**config.mk**
```make
export PLATFORM = sky130hd
export DESIGN_NAME = uart_monitor_ext
export DESIGN_NICKNAME = d
export VERILOG_FILES = /design/src/rtl/uart_monitor_ext.sv
export SDC_FILE = /design/constraint.sdc
export NUM_CORES = 1
export LEC_CHECK = 0
export ABC_AREA = 1
export BUFFER_PORTS_ARGS = -buffer_cell sky130_fd_sc_hd__buf_2
export CAP_MARGIN = 0
export CELL_PAD_IN_SITES_DETAIL_PLACEMENT = 0
export CELL_PAD_IN_SITES_GLOBAL_PLACEMENT = 1
export CORE_ASPECT_RATIO = 0.8
export CORE_UTILIZATION = 39
export CTS_CLUSTER_SIZE = 10
export DETAILED_ROUTE_END_ITERATION = 8
export GPL_TIMING_DRIVEN = 1
export PLACE_DENSITY = 0.89
export SYNTH_ARGS = -nofsm -noshare
export SYNTH_HDL_FRONTEND = slang
export SYNTH_SLANG_ARGS = --single-unit
```
**constraint.sdc**
```tcl
create_clock -name clk_i -period 3.52 [get_ports clk_i]
set_clock_uncertainty 0.2 [all_clocks]
set_input_delay 0.352 -clock clk_i [delete_from_list [all_inputs] [get_ports clk_i]]
set_output_delay 0.352 -clock clk_i [all_outputs]
set_load 0.05 [all_outputs]
```
**src/rtl/uart_monitor_ext.sv**
```systemverilog
`default_nettype none
// ============================================================================
//  Module   : uart_monitor_ext
//  Brief    : Simulation-side UART receive monitor. Decodes frames on a
//             monitored TX line (configurable bit period, data width, parity
//             and stop bits), strobes each good byte / parity error / frame
//             error, and keeps running good-frame and error counters.
//             Optional line logger enabled by macro UART_MON_PRINT_EN.
//  Revision : 1.0 - initial release
// ============================================================================
module uart_monitor_ext #(
    parameter int CLKS_PER_BIT = 1798,
    parameter int DATA_BITS    = 8,
    parameter int PARITY       = 0,
    parameter int STOP_BITS    = 1,
    parameter int LINE_LEN     = 128
) (
    input  logic        clk_i,
    input  logic        rst_i,
    input  logic        uart_rx_i,
    output logic [7:0]  data_o,
    output logic        valid_o,
    output logic        parity_err_o,
    output logic        frame_err_o,
    output logic        busy_o,
    output logic [31:0] byte_cnt_o,
    output logic [31:0] err_cnt_o
);

    // Elaboration-time rejection of unsupported configurations
    if (CLKS_PER_BIT < 4) begin : g_chk_cpb
        $error("uart_monitor_ext: CLKS_PER_BIT must be >= 4");
    end
    if (DATA_BITS < 5 || DATA_BITS > 8) begin : g_chk_data
        $error("uart_monitor_ext: DATA_BITS must be 5..8");
    end
    if (PARITY < 0 || PARITY > 2) begin : g_chk_par
        $error("uart_monitor_ext: PARITY must be 0, 1 or 2");
    end
    if (STOP_BITS < 1 || STOP_BITS > 2) begin : g_chk_stop
        $error("uart_monitor_ext: STOP_BITS must be 1 or 2");
    end
    if (LINE_LEN < 2) begin : g_chk_line
        $error("uart_monitor_ext: LINE_LEN must be >= 2");
    end

    // First sample lands mid start bit, later samples one full bit apart
    localparam logic [31:0] c_half      = 32'(CLKS_PER_BIT / 2 - 1);
    localparam logic [31:0] c_full      = 32'(CLKS_PER_BIT - 1);
    localparam logic [2:0]  c_last_bit  = 3'(DATA_BITS - 1);
    localparam logic        c_last_stop = 1'(STOP_BITS - 1);
    localparam logic        c_par_odd   = (PARITY == 1);

    typedef enum logic [2:0] {
        S_IDLE  = 3'd0,
        S_START = 3'd1,
        S_DATA  = 3'd2,
        S_PAR   = 3'd3,
        S_STOP  = 3'd4,
        S_BREAK = 3'd5
    } state_t;

    state_t                 r_state;
    state_t                 w_state_nxt;
    logic                   r_rx_q;
    logic [31:0]            r_bcnt;
    logic [2:0]             r_bit_idx;
    logic                   r_stop_idx;
    logic                   r_stop_low;
    logic                   r_par_err;
    logic [DATA_BITS-1:0]   r_shift;
    logic [7:0]             r_data;
    logic                   r_valid;
    logic                   r_perr;
    logic                   r_ferr;
    logic [31:0]            r_byte_cnt;
    logic [31:0]            r_err_cnt;

    logic                   w_fall;
    logic                   w_active;
    logic                   w_sample;
    logic                   w_last_data;
    logic                   w_last_stop;
    logic                   w_stop_bad;
    logic                   w_par_bad;
    logic                   w_good;
    logic                   w_perr_set;
    logic                   w_ferr_set;
    logic [7:0]             w_data_ext;

    assign w_fall      = r_rx_q & ~uart_rx_i;
    assign w_active    = (r_state == S_START) || (r_state == S_DATA) ||
                         (r_state == S_PAR)   || (r_state == S_STOP);
    assign w_sample    = w_active && (r_bcnt == 32'd0);
    assign w_last_data = (r_bit_idx == c_last_bit);
    assign w_last_stop = (r_stop_idx == c_last_stop);
    assign w_stop_bad  = r_stop_low | ~uart_rx_i;
    assign w_par_bad   = ((^r_shift) ^ uart_rx_i) != c_par_odd;

    // Right-align the received word, zero-filling unused upper bits
    always_comb begin
        w_data_ext                = 8'h00;
        w_data_ext[DATA_BITS-1:0] = r_shift;
    end

    // State register
    always_ff @(posedge clk_i or posedge rst_i) begin
        if (rst_i) begin
            r_state <= S_IDLE;
        end else begin
            r_state <= w_state_nxt;
        end
    end

    // Next-state and frame-outcome decode; frame error beats parity error
    always_comb begin
        w_state_nxt = r_state;
        w_good      = 1'b0;
        w_perr_set  = 1'b0;
        w_ferr_set  = 1'b0;
        case (r_state)
            S_IDLE: begin
                if (w_fall) w_state_nxt = S_START;
            end
            S_START: begin
                if (w_sample) w_state_nxt = uart_rx_i ? S_IDLE : S_DATA;
            end
            S_DATA: begin
                if (w_sample && w_last_data)
                    w_state_nxt = (PARITY != 0) ? S_PAR : S_STOP;
            end
            S_PAR: begin
                if (w_sample) w_state_nxt = S_STOP;
            end
            S_STOP: begin
                if (w_sample && w_last_stop) begin
                    if (w_stop_bad) begin
                        w_ferr_set  = 1'b1;
                        w_state_nxt = S_BREAK;
                    end else if (r_par_err) begin
                        w_perr_set  = 1'b1;
                        w_state_nxt = S_IDLE;
                    end else begin
                        w_good      = 1'b1;
                        w_state_nxt = S_IDLE;
                    end
                end
            end
            S_BREAK: begin
                if (uart_rx_i) w_state_nxt = S_IDLE;
            end
            default: w_state_nxt = S_IDLE;
        endcase
    end

    // Bit timing, shift register, sticky flags, strobes and counters
    always_ff @(posedge clk_i or posedge rst_i) begin
        if (rst_i) begin
            r_rx_q     <= 1'b1;
            r_bcnt     <= 32'd0;
            r_bit_idx  <= 3'd0;
            r_stop_idx <= 1'b0;
            r_stop_low <= 1'b0;
            r_par_err  <= 1'b0;
            r_shift    <= '0;
            r_data     <= 8'h00;
            r_valid    <= 1'b0;
            r_perr     <= 1'b0;
            r_ferr     <= 1'b0;
            r_byte_cnt <= 32'd0;
            r_err_cnt  <= 32'd0;
        end else begin
            r_rx_q <= uart_rx_i;
            r_valid <= w_good;
            r_perr  <= w_perr_set;
            r_ferr  <= w_ferr_set;

            if (r_state == S_IDLE && w_fall) begin
                r_bcnt     <= c_half;
                r_bit_idx  <= 3'd0;
                r_stop_idx <= 1'b0;
                r_stop_low <= 1'b0;
                r_par_err  <= 1'b0;
            end else if (w_active) begin
                r_bcnt <= w_sample ? c_full : r_bcnt - 32'd1;
            end

            if (w_sample) begin
                case (r_state)
                    S_DATA: begin
                        r_shift   <= {uart_rx_i, r_shift[DATA_BITS-1:1]};
                        r_bit_idx <= r_bit_idx + 3'd1;
                    end
                    S_PAR: begin
                        r_par_err <= w_par_bad;
                    end
                    S_STOP: begin
                        r_stop_idx <= r_stop_idx + 1'b1;
                        r_stop_low <= r_stop_low | ~uart_rx_i;
                    end
                    default: ;
                endcase
            end

            if (w_good) begin
                r_data     <= w_data_ext;
                r_byte_cnt <= r_byte_cnt + 32'd1;
            end
            if (w_perr_set || w_ferr_set) begin
                r_err_cnt <= r_err_cnt + 32'd1;
            end
        end
    end

    assign data_o       = r_data;
    assign valid_o      = r_valid;
    assign parity_err_o = r_perr;
    assign frame_err_o  = r_ferr;
    assign busy_o       = (r_state != S_IDLE);
    assign byte_cnt_o   = r_byte_cnt;
    assign err_cnt_o    = r_err_cnt;

`ifdef UART_MON_PRINT_EN
    // Text line logger: newest character enters at the low byte so %s
    // prints oldest-first; CR dropped, error frames show as '?'
    logic [8*LINE_LEN-1:0] r_line;
    logic [31:0]           r_line_len;
    logic                  w_push;
    logic                  w_flush_lf;
    logic [7:0]            w_char;
    logic [8*LINE_LEN-1:0] w_line_app;

    // Classify the character produced by the frame that just completed
    always_comb begin
        w_push     = 1'b0;
        w_flush_lf = 1'b0;
        w_char     = 8'h00;
        if (w_good) begin
            if (w_data_ext == 8'h0A) begin
                w_flush_lf = 1'b1;
            end else if (w_data_ext != 8'h0D) begin
                w_push = 1'b1;
                w_char = w_data_ext;
            end
        end else if (w_perr_set || w_ferr_set) begin
            w_push = 1'b1;
            w_char = 8'h3F;
        end
        w_line_app = {r_line[8*LINE_LEN-9:0], w_char};
    end

    // Accumulate characters and emit the line on LF or when full
    always_ff @(posedge clk_i or posedge rst_i) begin
        if (rst_i) begin
            r_line     <= '0;
            r_line_len <= 32'd0;
        end else if (w_flush_lf) begin
            $display("[uart_monitor_ext %m] %s", r_line);
            r_line     <= '0;
            r_line_len <= 32'd0;
        end else if (w_push) begin
            if (r_line_len + 32'd1 == 32'(LINE_LEN)) begin
                $display("[uart_monitor_ext %m] %s", w_line_app);
                r_line     <= '0;
                r_line_len <= 32'd0;
            end else begin
                r_line     <= w_line_app;
                r_line_len <= r_line_len + 32'd1;
            end
        end
    end
`else
`endif

endmodule
`default_nettype wire

```
* Yosys cells after proc, flatten, opt, wreduce, memory -nomap -nowiden
Cells that the tools add are included.
Widths: inputs -> output; s select.
** Cells by class
- Add/sub/neg operators :: 5
- Equal/unequal tests :: 12
- Mux-type cells :: 35
- Bitwise logic cells :: 5
- Reductions and logical operators :: 15
** Operator list (number)
- $mux 32 :: 3
- $add 32x1->32 const B :: 2
- $logic_not 32->1 :: 1
- $sub 32x1->32 const B :: 1
- $mux 3 :: 10
- $mux 1 :: 20
- $pmux 3 s6 :: 1
- $eq 3x3->1 const B :: 3
- $ne 2x2->1 const B :: 4
- $reduce_xor 8->1 :: 1
- $eq 3x2->1 const B :: 2
- $reduce_and 6->1 :: 1
- $logic_and 1x1->1 :: 4
- $logic_or 1x1->1 :: 4
- $ne 2x1->1 const B :: 2
- $add 3x1->3 const B :: 1
- $eq 3x1->1 const B :: 1
- $logic_not 3->1 :: 1
- $reduce_bool 3->1 :: 1
- $mux 2 :: 1
- $not 1->1 :: 2
- $reduce_and 2->1 :: 1
- $reduce_bool 2->1 :: 1
- $add 1x1->1 const B :: 1
- 3 further kinds :: 3
** Word-level totals
- Bits in registers :: 125
- Input port bits :: 3
- Output and inout bits :: 76
- Logic and storage cells :: 86

* Logic depth before layout (Yosys ltp)
- Depth in word-level cells :: 9
- Mapped depth :: 13
- Depth with buffers taken out :: 13

* Worst setup path after synthesis
Ideal clock, no wire load.
- Path kind :: register to register
- Start :: register r_state[2]
- End :: register r_bcnt[26]
- Setup time :: 123 ps
- Data arrival time :: 1945 ps
- Path slack :: 1251 ps
- Stages on the path, launching flop included :: 10
- Path through :: dfrtp_1 > inv_2 > nand3_1 > nor2_1 > nor2_2 > inv_2 > buf_2 > nand3_1 > o21ai_0 > a21oi_1
** Between the ends
- Longest elaborated chain between the ends :: 8
** Ends and longest elaborated chain
- start, declared :: line 63 : state_t r_state;
- start signal, assigned :: line 111 : r_state <= w_state_nxt;
- $eq 3x1->1 or $eq 3x2->1 (tied branches) :: line 92 : assign w_active = (r_state == S_START) || (r_state == S_DATA) ||
- $logic_or 1x1->1 (2 in a row) :: line 92
- $logic_or 1x1->1 :: line 93 : (r_state == S_PAR) || (r_state == S_STOP);
- $logic_and 1x1->1 :: line 94 : assign w_sample = w_active && (r_bcnt == 32'd0);
- $mux 32 :: line 185 : r_bcnt <= w_sample ? c_full : r_bcnt - 32'd1;
- $mux 32 :: line 184 : end else if (w_active) begin
- $mux 32 :: line 178 : if (r_state == S_IDLE && w_fall) begin
- end signal, assigned :: line 179 : r_bcnt <= c_half;
- end signal, assigned :: line 185
- end, declared :: line 66 : logic [31:0] r_bcnt;
Parallel ways exist; a longest one is shown, timed or not. The select of a mux whose other input is x is not followed.
A chain may end at the register's enable or synchronous reset.

* Final worst setup path
- Start :: register r_bcnt[0]
- End :: register r_err_cnt[27] (netlist: err_cnt_o[27])
** Between the ends
- Longest elaborated chain between the ends :: 6
** Ends and longest elaborated chain
- $logic_not 32->1 * :: line 94
- $logic_and 1x1->1 * :: line 94
- $logic_and 1x1->1 * :: line 136 : if (w_sample && w_last_stop) begin
- $mux 1 :: line 136
- $mux 1 :: line 121 : case (r_state)
- $logic_or 1x1->1 * :: line 209 : if (w_perr_set || w_ferr_set) begin
- end signal, assigned :: line 210 : r_err_cnt <= r_err_cnt + 32'd1;
- end, declared :: line 77 : logic [31:0] r_err_cnt;
Every way passes the cells marked *; elsewhere a longest branch is shown, timed or not.

==> metrics.txt <==
drt pass-1 iters 5; Setup CP Type reg -> reg; CTS resizes 0; crit path DAT around 3.0 ns; drt drc 0; first-pass GRT wire length 30.5 mm; Hold WS around 0.27 ns; Syn Std Cell Area 0.00731 mm2; antenna diode count 0; post-layout min period 2.88 ns; Seq/Total Area, Yosys 0.428; mean area per synthesized cell 7.10 um2; sequential cell area 0.00313 mm2; CTS Buffer Depth 2; Initial DRC Count ~510; area occupied by multi-input gates 0.00364 mm2; CTS Buf Count 17; H-tree depth 4; # clock sinks about 130; synthesized flop and latch total 125; PwrDens between 400 and 500 mW/mm2; vias in the first global route 6168; Worst Setup EP err_cnt_o[27]$_DFFE_PP0P_; Pins Over Slew Limit 0; largest net degree at the start of global routing 67; critical path peak fanout 50; Synth async-reset ratio 1.00; r2r startpoint r_bcnt[0]$_DFFE_PP0P_; R2R Setup Slk 0.64 ns; total grt overflow 0; overall power 0.00422 W; synthesized instance count 1029; outcome finished, final reports clean; commonest cells after routing, fill and taps aside 371 x nand2_1, 158 x nor2_1, 124 x dfrtp_1; CTS clk-pin slew, worst paths 0.06 ns; Final ANT Viol Nets 0; post-synthesis cell type count 41; Critical Path Start r_bcnt[0]$_DFFE_PP0P_; reg-to-reg endpoint err_cnt_o[27]$_DFFE_PP0P_; Leak Pwr 4.50 nW; peak supply drop around 0.00033 V; worst skew pair latency 0.43 ns; I/O pin cnt 79; # Max-Cap Violations 0; Post-Route Setup TNS 0 ns; Setup-failing EPs final 0; initial antenna violation count 0; CTS tree done; share of cells above drive strength 1 0.137; Fin. Hold Viols 0; worst rel slew slack 0.443; Hold-fix buffers, CTS 2; CP Launch Type register; Routed WL roughly 18 mm; die width 155 um; Worst-Margin Slew between 0.8 and 0.9 ns; wire length per cell 13.0 um; CTS root buf clkbuf_16; DR vias/cell 4.80; CP required between 3 and 4 ns; die area 0.0193 mm2; DP HPWL 12.8 mm; Post-CTS Setup Inserts 0; most common cell after layout, fill and taps aside nand2_1; Core ar. 0.0182 mm2; Reg2Reg Depth 12; Layout Area Growth over Synthesis 18.2%; RSZ-0062 raised after global routing no; Top FF cell, synth dfrtp_1; fin crit share 0.819; hold-critical path depth 2; path type of the worst min-delay path reg -> reg; net count reported at finish roughly 1100; Post-Syn Nets a little over 1000; Setup crit end kind register; GPL Wtd Cong 0.881; chip height ~120 um; Ys Warns 0; Post-synth EDFFs 0; fillers 1818; # rows 44; vias after detailed routing 6620; Port Buffer Count 78; Initial Utilization 0.401; global-route usage over all layers 0.197; Fmax 347 MHz
worst max-delay path: stages (launching register included):
cell and delay (ns):
dfrtp_1 0.35, inv_1 0.09, ha_1 0.21, nand2_1 0.14, nor2_2 0.18, nand2_1 0.10, nor2_2 0.49, nand4_1 0.24
nand2_1 0.12, buf_4 0.40, nand2_1 0.10, nand2_1 0.07, nand2_1 0.05
final cells by class:
type                            instances  share of cell area
Clock buffer                           20              0.0529
Clock inverter                         12              0.0240
Inverter                              110              0.0482
Multi-Input combinational cell        774               0.422
Sequential cell                       125               0.362
Tap cell                              253              0.0366
Timing Repair Buffer                   86              0.0542
synthesized netlist by cell type, drive strengths merged, types with 3 or more instances:
master,n,share of area
a21oi,8,0.0055
and3,4,0.0034
buf,19,0.016
dfrtp,124,0.42
ha,5,0.0086
inv,108,0.055
mux2,4,0.0062
nand2,375,0.19
nand3,52,0.037
nand3b,29,0.030
nand4,13,0.012
nor2,172,0.098
nor3,22,0.015
nor4,3,0.0026
o2111ai,6,0.0072
o21ai,31,0.021
xnor2,14,0.017
xor2,26,0.031
per-layer routing:
layer,part of all wire,track usage,routed length (um),vias to the layer above
met2,0.42,0.281,7470,164
met5,0,0,0,-
li1,-,-,-,3414
met1,0.52,0.293,9350,3031
met3,0.052,0.0473,935,11
met4,0.0079,0.0542,142,0
where the power goes:
part | switching, W | internal (W) | total [W]
registers | 0.0000699 | 0.00152 | 0.00159
logic | 0.000462 | 0.000185 | 0.000646
clock network | 0.000681 | 0.00130 | 0.00198
total | 0.00121 | 0.00300 | 0.00422
sequential cells by signal, summed over array words and instances (netlist names):
| name | cells |
|---|---|
| r_stop_low | 1 |
| r_stop_idx | 1 |
| parity_err_o | 1 |
| r_rx_q | 1 |
| r_par_err | 1 |
| r_shift | 8 |
| r_bit_idx | 3 |
| r_bcnt | 32 |
| err_cnt_o | 32 |
| data_o | 8 |
| frame_err_o | 1 |
| r_state | 3 |
| valid_o | 1 |
| byte_cnt_o | 32 |
cell families after synthesis:
group,count (synthesis),synth area share
AND/OR/NAND/NOR,675,0.397
buffers and inverters,130,0.0734
flip-flops,125,0.428
AO/OA/AOI/OAI,50,0.0389
XOR/XNOR,40,0.0479
adder cells (fa/ha/maj),5,0.00856
multiplexers,4,0.00616
worst min path at each step:
stage	startpoint	end
3_5_place_dp	data_o[0]$_DFFE_PP0P_	data_o[0]$_DFFE_PP0P_
2_1_floorplan	uart_rx_i	r_rx_q$_DFF_PP1_
3_3_place_gp	data_o[3]$_DFFE_PP0P_	data_o[3]$_DFFE_PP0P_
6_report	data_o[4]$_DFFE_PP0P_	data_o[4]$_DFFE_PP0P_
5_1_grt	data_o[4]$_DFFE_PP0P_	data_o[4]$_DFFE_PP0P_
4_1_cts	data_o[4]$_DFFE_PP0P_	data_o[4]$_DFFE_PP0P_
metrics by stage:
step	cell area, um2	utilization	instances	worst slack [ns]
after floorplan	7310	-	1029	1.25
after global placement	7950	0.436	1346	0.857
after detailed placement	7950	0.436	1346	0.721
after CTS	8640	0.474	1380	0.699
after global routing	8640	0.474	1380	0.290
final	8640	0.474	1380	0.637
Note: power is estimated with default switching activity, not from simulation.
